**src/rtl/fetch_bus_pkg.sv**
```systemverilog
// Shared types and defaults for the instruction fetch bus responder.
package fetch_bus_pkg;

   typedef enum logic [2:0] {IDLE, ISSUE, CAPTURE, WAIT, RESP} fetch_resp_state_t;

   localparam logic [31:0] DEFAULT_NOP_INST  = 32'h0000_0013;
   localparam logic [31:0] DEFAULT_BASE_ADDR = 32'h8000_0000;

   // Word-aligned and inside the 2^(addr_w+2)-byte SRAM window.
   function automatic logic fetch_addr_ok(input logic [31:0] off, input int unsigned addr_w);
      logic [32:0] lim;
      lim = 33'(1) << (addr_w + 2);
      return (off[1:0] == 2'b00) && ({1'b0, off} < lim);
   endfunction

endpackage

```
**src/rtl/inst_fetch_responder.sv**
```systemverilog
// Memory-side responder for instruction fetches: one SRAM word per request,
// optional wait states, NOP plus error flag for bad addresses.
module inst_fetch_responder
   import fetch_bus_pkg::*;
#(
   parameter int unsigned ADDR_W      = 12,
   parameter int unsigned WAIT_CYCLES = 0,
   parameter logic [31:0] BASE_ADDR   = DEFAULT_BASE_ADDR,
   parameter logic [31:0] NOP_INST    = DEFAULT_NOP_INST
) (
   input  logic              clk,
   input  logic              reset,
   input  logic              request_i,
   input  logic [31:0]       instAddr_i,
   input  logic              flush_i,
   output logic              dataOk_o,
   output logic [31:0]       inst_o,
   output logic              err_o,
   output logic              busy_o,
   output logic              mem_en_o,
   output logic [ADDR_W-1:0] mem_addr_o,
   input  logic [31:0]       mem_rdata_i
);

   localparam int unsigned CNT_W = 4;

   fetch_resp_state_t r_state, w_state_nxt;
   logic [CNT_W-1:0]  r_cnt, w_cnt_nxt;
   logic [31:0]       r_inst, w_inst_nxt;
   logic              r_err, w_err_nxt;
   logic [ADDR_W-1:0] r_mem_addr, w_mem_addr_nxt;
   logic              r_mem_en, r_data_ok, r_busy;
   logic [31:0]       w_off;

   assign w_off = instAddr_i - BASE_ADDR;

   // State and all outputs are registered from the next-state decode.
   always_ff @(posedge clk or posedge reset) begin
      if (reset) begin
         r_state    <= IDLE;
         r_cnt      <= '0;
         r_inst     <= '0;
         r_err      <= 1'b0;
         r_mem_addr <= '0;
         r_mem_en   <= 1'b0;
         r_data_ok  <= 1'b0;
         r_busy     <= 1'b0;
      end else begin
         r_state    <= w_state_nxt;
         r_cnt      <= w_cnt_nxt;
         r_inst     <= w_inst_nxt;
         r_err      <= w_err_nxt;
         r_mem_addr <= w_mem_addr_nxt;
         r_mem_en   <= (w_state_nxt == ISSUE);
         r_data_ok  <= (w_state_nxt == RESP);
         r_busy     <= (w_state_nxt != IDLE);
      end
   end

   always_comb begin
      w_state_nxt    = r_state;
      w_cnt_nxt      = r_cnt;
      w_inst_nxt     = r_inst;
      w_err_nxt      = r_err;
      w_mem_addr_nxt = r_mem_addr;
      case (r_state)
         IDLE: begin
            if (flush_i) begin
               w_cnt_nxt = '0;
            end else if (request_i) begin
               if (fetch_addr_ok(w_off, ADDR_W)) begin
                  w_mem_addr_nxt = w_off[ADDR_W+1:2];
                  w_state_nxt    = ISSUE;
               end else begin
                  w_inst_nxt  = NOP_INST;
                  w_err_nxt   = 1'b1;
                  w_state_nxt = RESP;
               end
            end
         end
         ISSUE: begin
            // A flushed read still completes in the SRAM; its data is simply never captured.
            if (flush_i) begin
               w_state_nxt = IDLE;
               w_cnt_nxt   = '0;
            end else begin
               w_state_nxt = CAPTURE;
            end
         end
         CAPTURE: begin
            if (flush_i) begin
               w_state_nxt = IDLE;
               w_cnt_nxt   = '0;
            end else begin
               w_inst_nxt = mem_rdata_i;
               w_err_nxt  = 1'b0;
               if (WAIT_CYCLES > 0) begin
                  w_state_nxt = WAIT;
                  w_cnt_nxt   = CNT_W'(WAIT_CYCLES - 1);
               end else begin
                  w_state_nxt = RESP;
               end
            end
         end
         WAIT: begin
            if (flush_i) begin
               w_state_nxt = IDLE;
               w_cnt_nxt   = '0;
            end else if (r_cnt == '0) begin
               w_state_nxt = RESP;
            end else begin
               w_cnt_nxt = r_cnt - CNT_W'(1);
            end
         end
         RESP:    w_state_nxt = IDLE;
         default: w_state_nxt = IDLE;
      endcase
   end

   assign dataOk_o   = r_data_ok;
   assign inst_o     = r_inst;
   assign err_o      = r_err;
   assign busy_o     = r_busy;
   assign mem_en_o   = r_mem_en;
   assign mem_addr_o = r_mem_addr;

endmodule

```
**config.mk**
```make
export PLATFORM = sky130hd
export DESIGN_NAME = inst_fetch_responder
export DESIGN_NICKNAME = d
export VERILOG_FILES = /design/src/rtl/fetch_bus_pkg.sv /design/src/rtl/inst_fetch_responder.sv
export SDC_FILE = /design/constraint.sdc
export NUM_CORES = 1
export LEC_CHECK = 0
export CAP_MARGIN = 20
export CORE_MARGIN = 8
export CORE_UTILIZATION = 39
export CTS_CLUSTER_DIAMETER = 40
export CTS_CLUSTER_SIZE = 28
export DETAILED_ROUTE_END_ITERATION = 10
export PLACE_DENSITY = 0.85
export SLEW_MARGIN = 10
export SYNTH_ARGS = -nofsm -noshare
export SYNTH_HDL_FRONTEND = slang
export SYNTH_SLANG_ARGS = --single-unit
export TNS_END_PERCENT = 5
```
**constraint.sdc**
```tcl
create_clock -name clk -period 2.5 [get_ports clk]
set_input_delay 0.5 -clock clk [delete_from_list [all_inputs] [get_ports clk]]
set_output_delay 0.5 -clock clk [all_outputs]
set_load 0.05 [all_outputs]
```
== Yosys cells after proc, flatten, opt, wreduce, memory -nomap -nowiden ==
Cells that the tools add are included.

* $add $sub $neg: 2
* Order comparisons: 1
* Equal/unequal tests: 11
* Muxes and demuxes: 22
* Bitwise logic cells: 1
* Reductions and logical operators: 11

{| class="wikitable"
|+ Operator list
! kind !! number
|-
| $mux 32 || 4
|-
| $pmux 32 s2 || 1
|-
| $lt 32x15->1 const B || 1
|-
| $sub 32x32->32 const B || 1
|-
| $mux 3 || 6
|-
| $mux 4 || 3
|-
| $pmux 3 s4 || 1
|-
| $ne 2x2->1 const B || 4
|-
| $pmux 4 s2 || 1
|-
| $eq 3x1->1 const B || 2
|-
| $eq 3x2->1 const B || 2
|-
| $reduce_and 5->1 || 1
|-
| $logic_not 4->1 || 1
|-
| $mux 1 || 4
|-
| $reduce_and 4->1 || 1
|-
| $reduce_bool 2->1 || 2
|-
| $sub 4x1->4 const B || 1
|-
| $eq 3x3->1 const B || 1
|-
| $logic_not 3->1 || 1
|-
| $ne 3x3->1 const B || 1
|-
| $reduce_and 3->1 || 1
|-
| $reduce_bool 3->1 || 1
|-
| $reduce_or 3->1 || 1
|-
| $logic_not 2->1 || 1
|-
| 5 further kinds || 5
|}

* Flip-flop bits (word level): 55
* Input bits: 68
* Output and inout bits: 48
* Logic and storage cells: 56

== Depth between registers and ports, before layout ==
* Depth in word-level cells: 8
* Mapped depth: 7
* Gate-level depth less buffers: 6

== Worst setup path before layout ==
Ideal clock, no wire load.

* Path type: in2reg
* Start point: input instAddr_i[19]
* End point: register r_mem_addr[0] (netlist: mem_addr_o[0])
* Library setup time: 125 ps
* Arrival time: 1,877 ps
* Data required time: 2,375 ps
* Slack: 498 ps
* Stages: 5
* Buffers on the path: 1
* Path through: nor4_1 nand4_2 nor4_4 buf_6 mux2_2

* Longest elaborated chain between the ends: 4

{| class="wikitable"
|+ Ends and longest elaborated chain
! element !! RTL line !! RTL
|-
| from (decl) || inst_fetch_responder.sv:14 || <nowiki>input logic [31:0] instAddr_i,</nowiki>
|-
| $sub 32x32->32 || inst_fetch_responder.sv:35 || <nowiki>assign w_off = instAddr_i - BASE_ADDR;</nowiki>
|-
| $lt 32x15->1 || fetch_bus_pkg.sv:13 || <nowiki>return (off[1:0] == 2'b00) && ({1'b0, off} < lim);</nowiki>
|-
| $logic_and 1x1->1 || fetch_bus_pkg.sv:13 ||
|-
| $reduce_and 4->1 (no line) || n/a ||
|-
| to (signal assigned) || inst_fetch_responder.sv:53 || <nowiki>r_mem_addr <= w_mem_addr_nxt;</nowiki>
|-
| to (decl) || inst_fetch_responder.sv:31 || <nowiki>logic [ADDR_W-1:0] r_mem_addr, w_mem_addr_nxt;</nowiki>
|}

Every way passes these cells.
A chain may end at the register's enable or synchronous reset.

== Final worst setup path ==
* Start point: input instAddr_i[19]
* End point: register r_mem_addr[6] (netlist: mem_addr_o[6])

The elaborated chain is that of the path after synthesis.

==> impl.org <==
** Clock tree
- The clock drives 55 sinks.
- Clock tree from TritonCTS :: built
- Buffers from clock root to sink, at most :: 2
- Clock latency on the worst-skew pair, taken at its later pin, is 0.30 ns.
- Buffers inserted to repair hold after CTS numbered 0.
- The root buffer cell chosen for the clock tree is sky130_fd_sc_hd__clkbuf_8.
- Post-CTS repair timing setup buffer count :: 0
- Inserted Clock Buffers :: 5
- Clock-pin slew was measured on the worst setup and hold paths at 0.10 ns.
- The number of gates resized after CTS was 0.
- H-tree Lvls :: 2

** Worst setup path
- Worst path buffer plus inverter count :: 2
- The critical path is of the input port to flop type.
- Top delay family on crit path :: simple AND/OR/NAND/NOR gates
- Endpoint required time on the critical path :: 2.68 ns
- Path depth of the worst reg2reg path :: 5
- Critical path arrival :: 2.26 ns
- FF-to-FF setup slack :: 0.56 ns
- Startpoint types :: input port
- On the worst path, the slowest cell contributes a delay of roughly 0.40 ns.
- The startpoint identified for the worst register-to-register timing path is r_state[0].
- Worst reg2reg path endpoint :: mem_addr_o[6]
- Kind of end point of the critical path :: flop
- Critical-path maximum fanout :: 14
- Worst-path cell with the longest stage delay :: sky130_fd_sc_hd__clkdlybuf4s50_1
- Cells along the critical path :: clkdlybuf4s50_1, nor4_1, nand4_2, nor4_4, buf_12, mux2_2

** Global routing
- Entering global routing, the biggest net connects 34 pins.
- For this run, the total global-route usage over all layers was measured as 0.141.
- The first global-routing pass estimated 9770 µm of wire.
- GRT overflow :: 0
- The number of antenna violations at the first check in global routing was 0.
- The number of global-route vias before repair came to 1900.

** Drt
- Using the TritonRoute via totals, the vias-per-cell ratio works out to 5.01.
- The first detailed-routing pass took 4 iterations.
- In this run, the number of DRC markers left after iteration 0 of detailed routing was 34.
- The routed design has 5880 µm of wire.
- After detailed routing, the number of remaining DRC violations is 0.
- Average detailed-routed wire length per instance :: 16.5 µm
- DR vias :: 1785
- Final antenna-violating net count :: 0

** Cells and area
- Of the cells placed in the final design, the portion with a size suffix greater than 1 is 0.127.
- Excluding fillers, the count of instances in the completed layout stands at 356.
- The library cell used most frequently in the layout, excluding fill and tap cells, is sky130_fd_sc_hd__clkdlybuf4s50_1.
- The number of antenna diodes in the final layout is 0.
- The finished cells cover between 3000 and 4000 µm².
- The top cell types in the final layout, fill and taps aside, are sky130_fd_sc_hd__clkdlybuf4s50_1, sky130_fd_sc_hd__dfrtp_1, sky130_fd_sc_hd__a22o_1, sky130_fd_sc_hd__mux2_2.
- Relative to the synthesized area, the layout overhead comes to 61.2%.
- Count of nets after finishing :: about 350
- Share of the core filled with cells in the final layout :: 0.650

** Floorplanning
- Floorplan row count :: 27
- After floorplanning, the core was sized to cover 5470 µm².
- Die area :: 8320 µm²
- Starting Density :: 0.403
- During I/O placement, the number of pins put on the boundary was approximately 120.
- The floorplan step set the die height to 91.2 µm.
- Die Span X :: 91.2 µm

** Timing
- For the final routed database, the setup TNS stands at 0 ns.
- Across all hold checks on the routed design, the worst slack comes to roughly 0.51 ns.
- In the post-route analysis, the smallest setup slack over all paths is 0.427 ns.
- Shortest period the worst path allows :: 2.07 ns
- Final count of hold timing violations :: 0
- RSZ-0062 raised after global routing :: false
- In this run the tightest slew margin relative to its limit is 0.643.
- Final worst clock skew :: 0.00641 ns
- Setup violations remaining at the end of the flow were counted as 0.
- Final worst-path cycle share :: 0.829
- Measured slew at the worst slew-check pin :: between 0.5 and 0.6 ns
- Derived from the worst setup path, the maximum achievable clock frequency is 0.482 GHz.
- The final count of pins violating max slew came to 0.

** Place
- I/O Buffers :: 115
- Global placement routability congestion :: 0.732
- Including well taps, the total number of placed cells is 348.
- Summed over all nets, the half-perimeter wirelength after detailed placement is 4670 µm.
- Area after detailed placement :: 3460 µm²
- Prior to clock tree synthesis, the placed netlist has a worst setup slack of 0.0916 ns.

** Pwr
- Total power of the final layout :: about 1.5 mW
- In this run the power density over the cells is 433 nW/µm².
- IR Drop Worst-Case VDD :: 0.335 mV
- Of the total power, the share spent switching nets is 0.221.
- Of the total power, the clock network draws 0.311.
- The analysis attributes to net switching a power of 0.341 mW.
- Leakage power :: 1.59 nW
- Part of the total power dissipated in sequential elements :: 0.580
- Combinational cell fraction of total power :: 0.109
- Internal power :: roughly 1.2 mW

** Status
- Run status :: complete, no violations

** Yosys
- Synthesis instantiated 33 different standard cells from the library.
- Net Count, Synth :: 235
- Post-synth EDFFs :: 0
- For this run, the number of Yosys warnings is 0.
- Of all cell types, the one taking the most synthesized area is sky130_fd_sc_hd__dfrtp_1.
- Among all flip-flop cells after synthesis, the most frequent one is sky130_fd_sc_hd__dfrtp_1.
- The synthesized design contains between 50 and 60 register bits.
- Share of synthesized registers carrying an async set or reset :: 1.00
- After synthesis, the cell types taking the most area are sky130_fd_sc_hd__dfrtp_1, sky130_fd_sc_hd__a22o_1, sky130_fd_sc_hd__mux2_2.
- Dividing the synthesized area by the synthesized cell count gives 13.4 µm².
- Proportion of synthesized chip area in sequential cells :: 0.624
- The cell area that synthesis handed to floorplanning was 2210 µm².
- Share of the synthesized area in the top cell type :: 0.624
- The cell count after synthesis came out at roughly 170.

** Worst hold path
- Counting instances, the worst hold path has a depth of 1.
- Type of the worst min-delay path :: flop to flop
- The path with the worst hold slack has its endpoint at inst_o[15].
- In this run the most critical hold path is launched from inst_o[15].

** Flow run
- Max-cap violations in this run came to 0.
-- logic make-up (layout without fill, tap and decap cells) --
kind of cell,Yosys count,in the layout,share of synthesized area
muxes,13,13,0.0658
adders and majority gates,2,2,0.0113
buffers and inverters,19,138,0.0453
DFF,55,55,0.624
and+or+nand+nor,31,31,0.0862
AOI/OAI and AO/OA,45,45,0.168
-- cell usage after synthesis, drive strengths merged, types with 3 or more instances --
cell type  instances
dfrtp             55
a22o              30
mux2              12
inv                9
nor2               8
buf                5
clkbuf             5
nand2              5
nor4               5
a21oi              4
nor3               4
o21ai              3
-- sequential cells by signal, summed over array words and instances (netlist names) --
| signal | cells |
|---|---|
| mem_addr_o | 12 |
| r_cnt | 4 |
| inst_o | 32 |
| r_state | 3 |
| mem_en_o | 1 |
| dataOk_o | 1 |
| err_o | 1 |
| busy_o | 1 |
-- how the worst max path moves through the flow --
stage	startpoint	endpoint	slack, ns	cells past startpoint
floorplan	instAddr_i[19]	mem_addr_o[0]	0.50	5
global placement	instAddr_i[19]	mem_addr_o[2]	0.10	6
detailed placement	instAddr_i[21]	mem_addr_o[7]	0.09	6
CTS	instAddr_i[24]	mem_addr_o[6]	0.42	6
global route	instAddr_i[19]	mem_addr_o[0]	0.34	6
finish	instAddr_i[19]	mem_addr_o[6]	0.43	6
-- per-layer routing --
layer  up-vias  global-route usage  part of all wire
li1        845                   -                 -
met1       872               0.182              0.44
met2        66               0.224              0.48
met3         2              0.0494             0.078
met4         0              0.0232           0.00068
met5         -                   0                 0
-- power groups by stage --
stage	clock network (mW)	logic (mW)	registers [mW]
finish	0.480	0.168	0.894
global route	0.532	0.183	0.895
CTS	0.497	0.171	0.894
detailed placement	0	0.170	0.912
global placement	0	0.168	0.911
floorplan	0	0.0354	0.917
-- final cells by class --
cell class / instances / area, µm²
Fill cell: 414 / 1910
Timing Repair Buffer: 121 / 1230
Tap cell: 72 / 90.1
Sequential cell: 55 / 1380
Clock inverter: 3 / 25.0
Multi-Input combinational cell: 91 / 731
Inverter: 9 / 33.8
Clock buffer: 5 / 68.8
(Power assumes the default switching activity.)
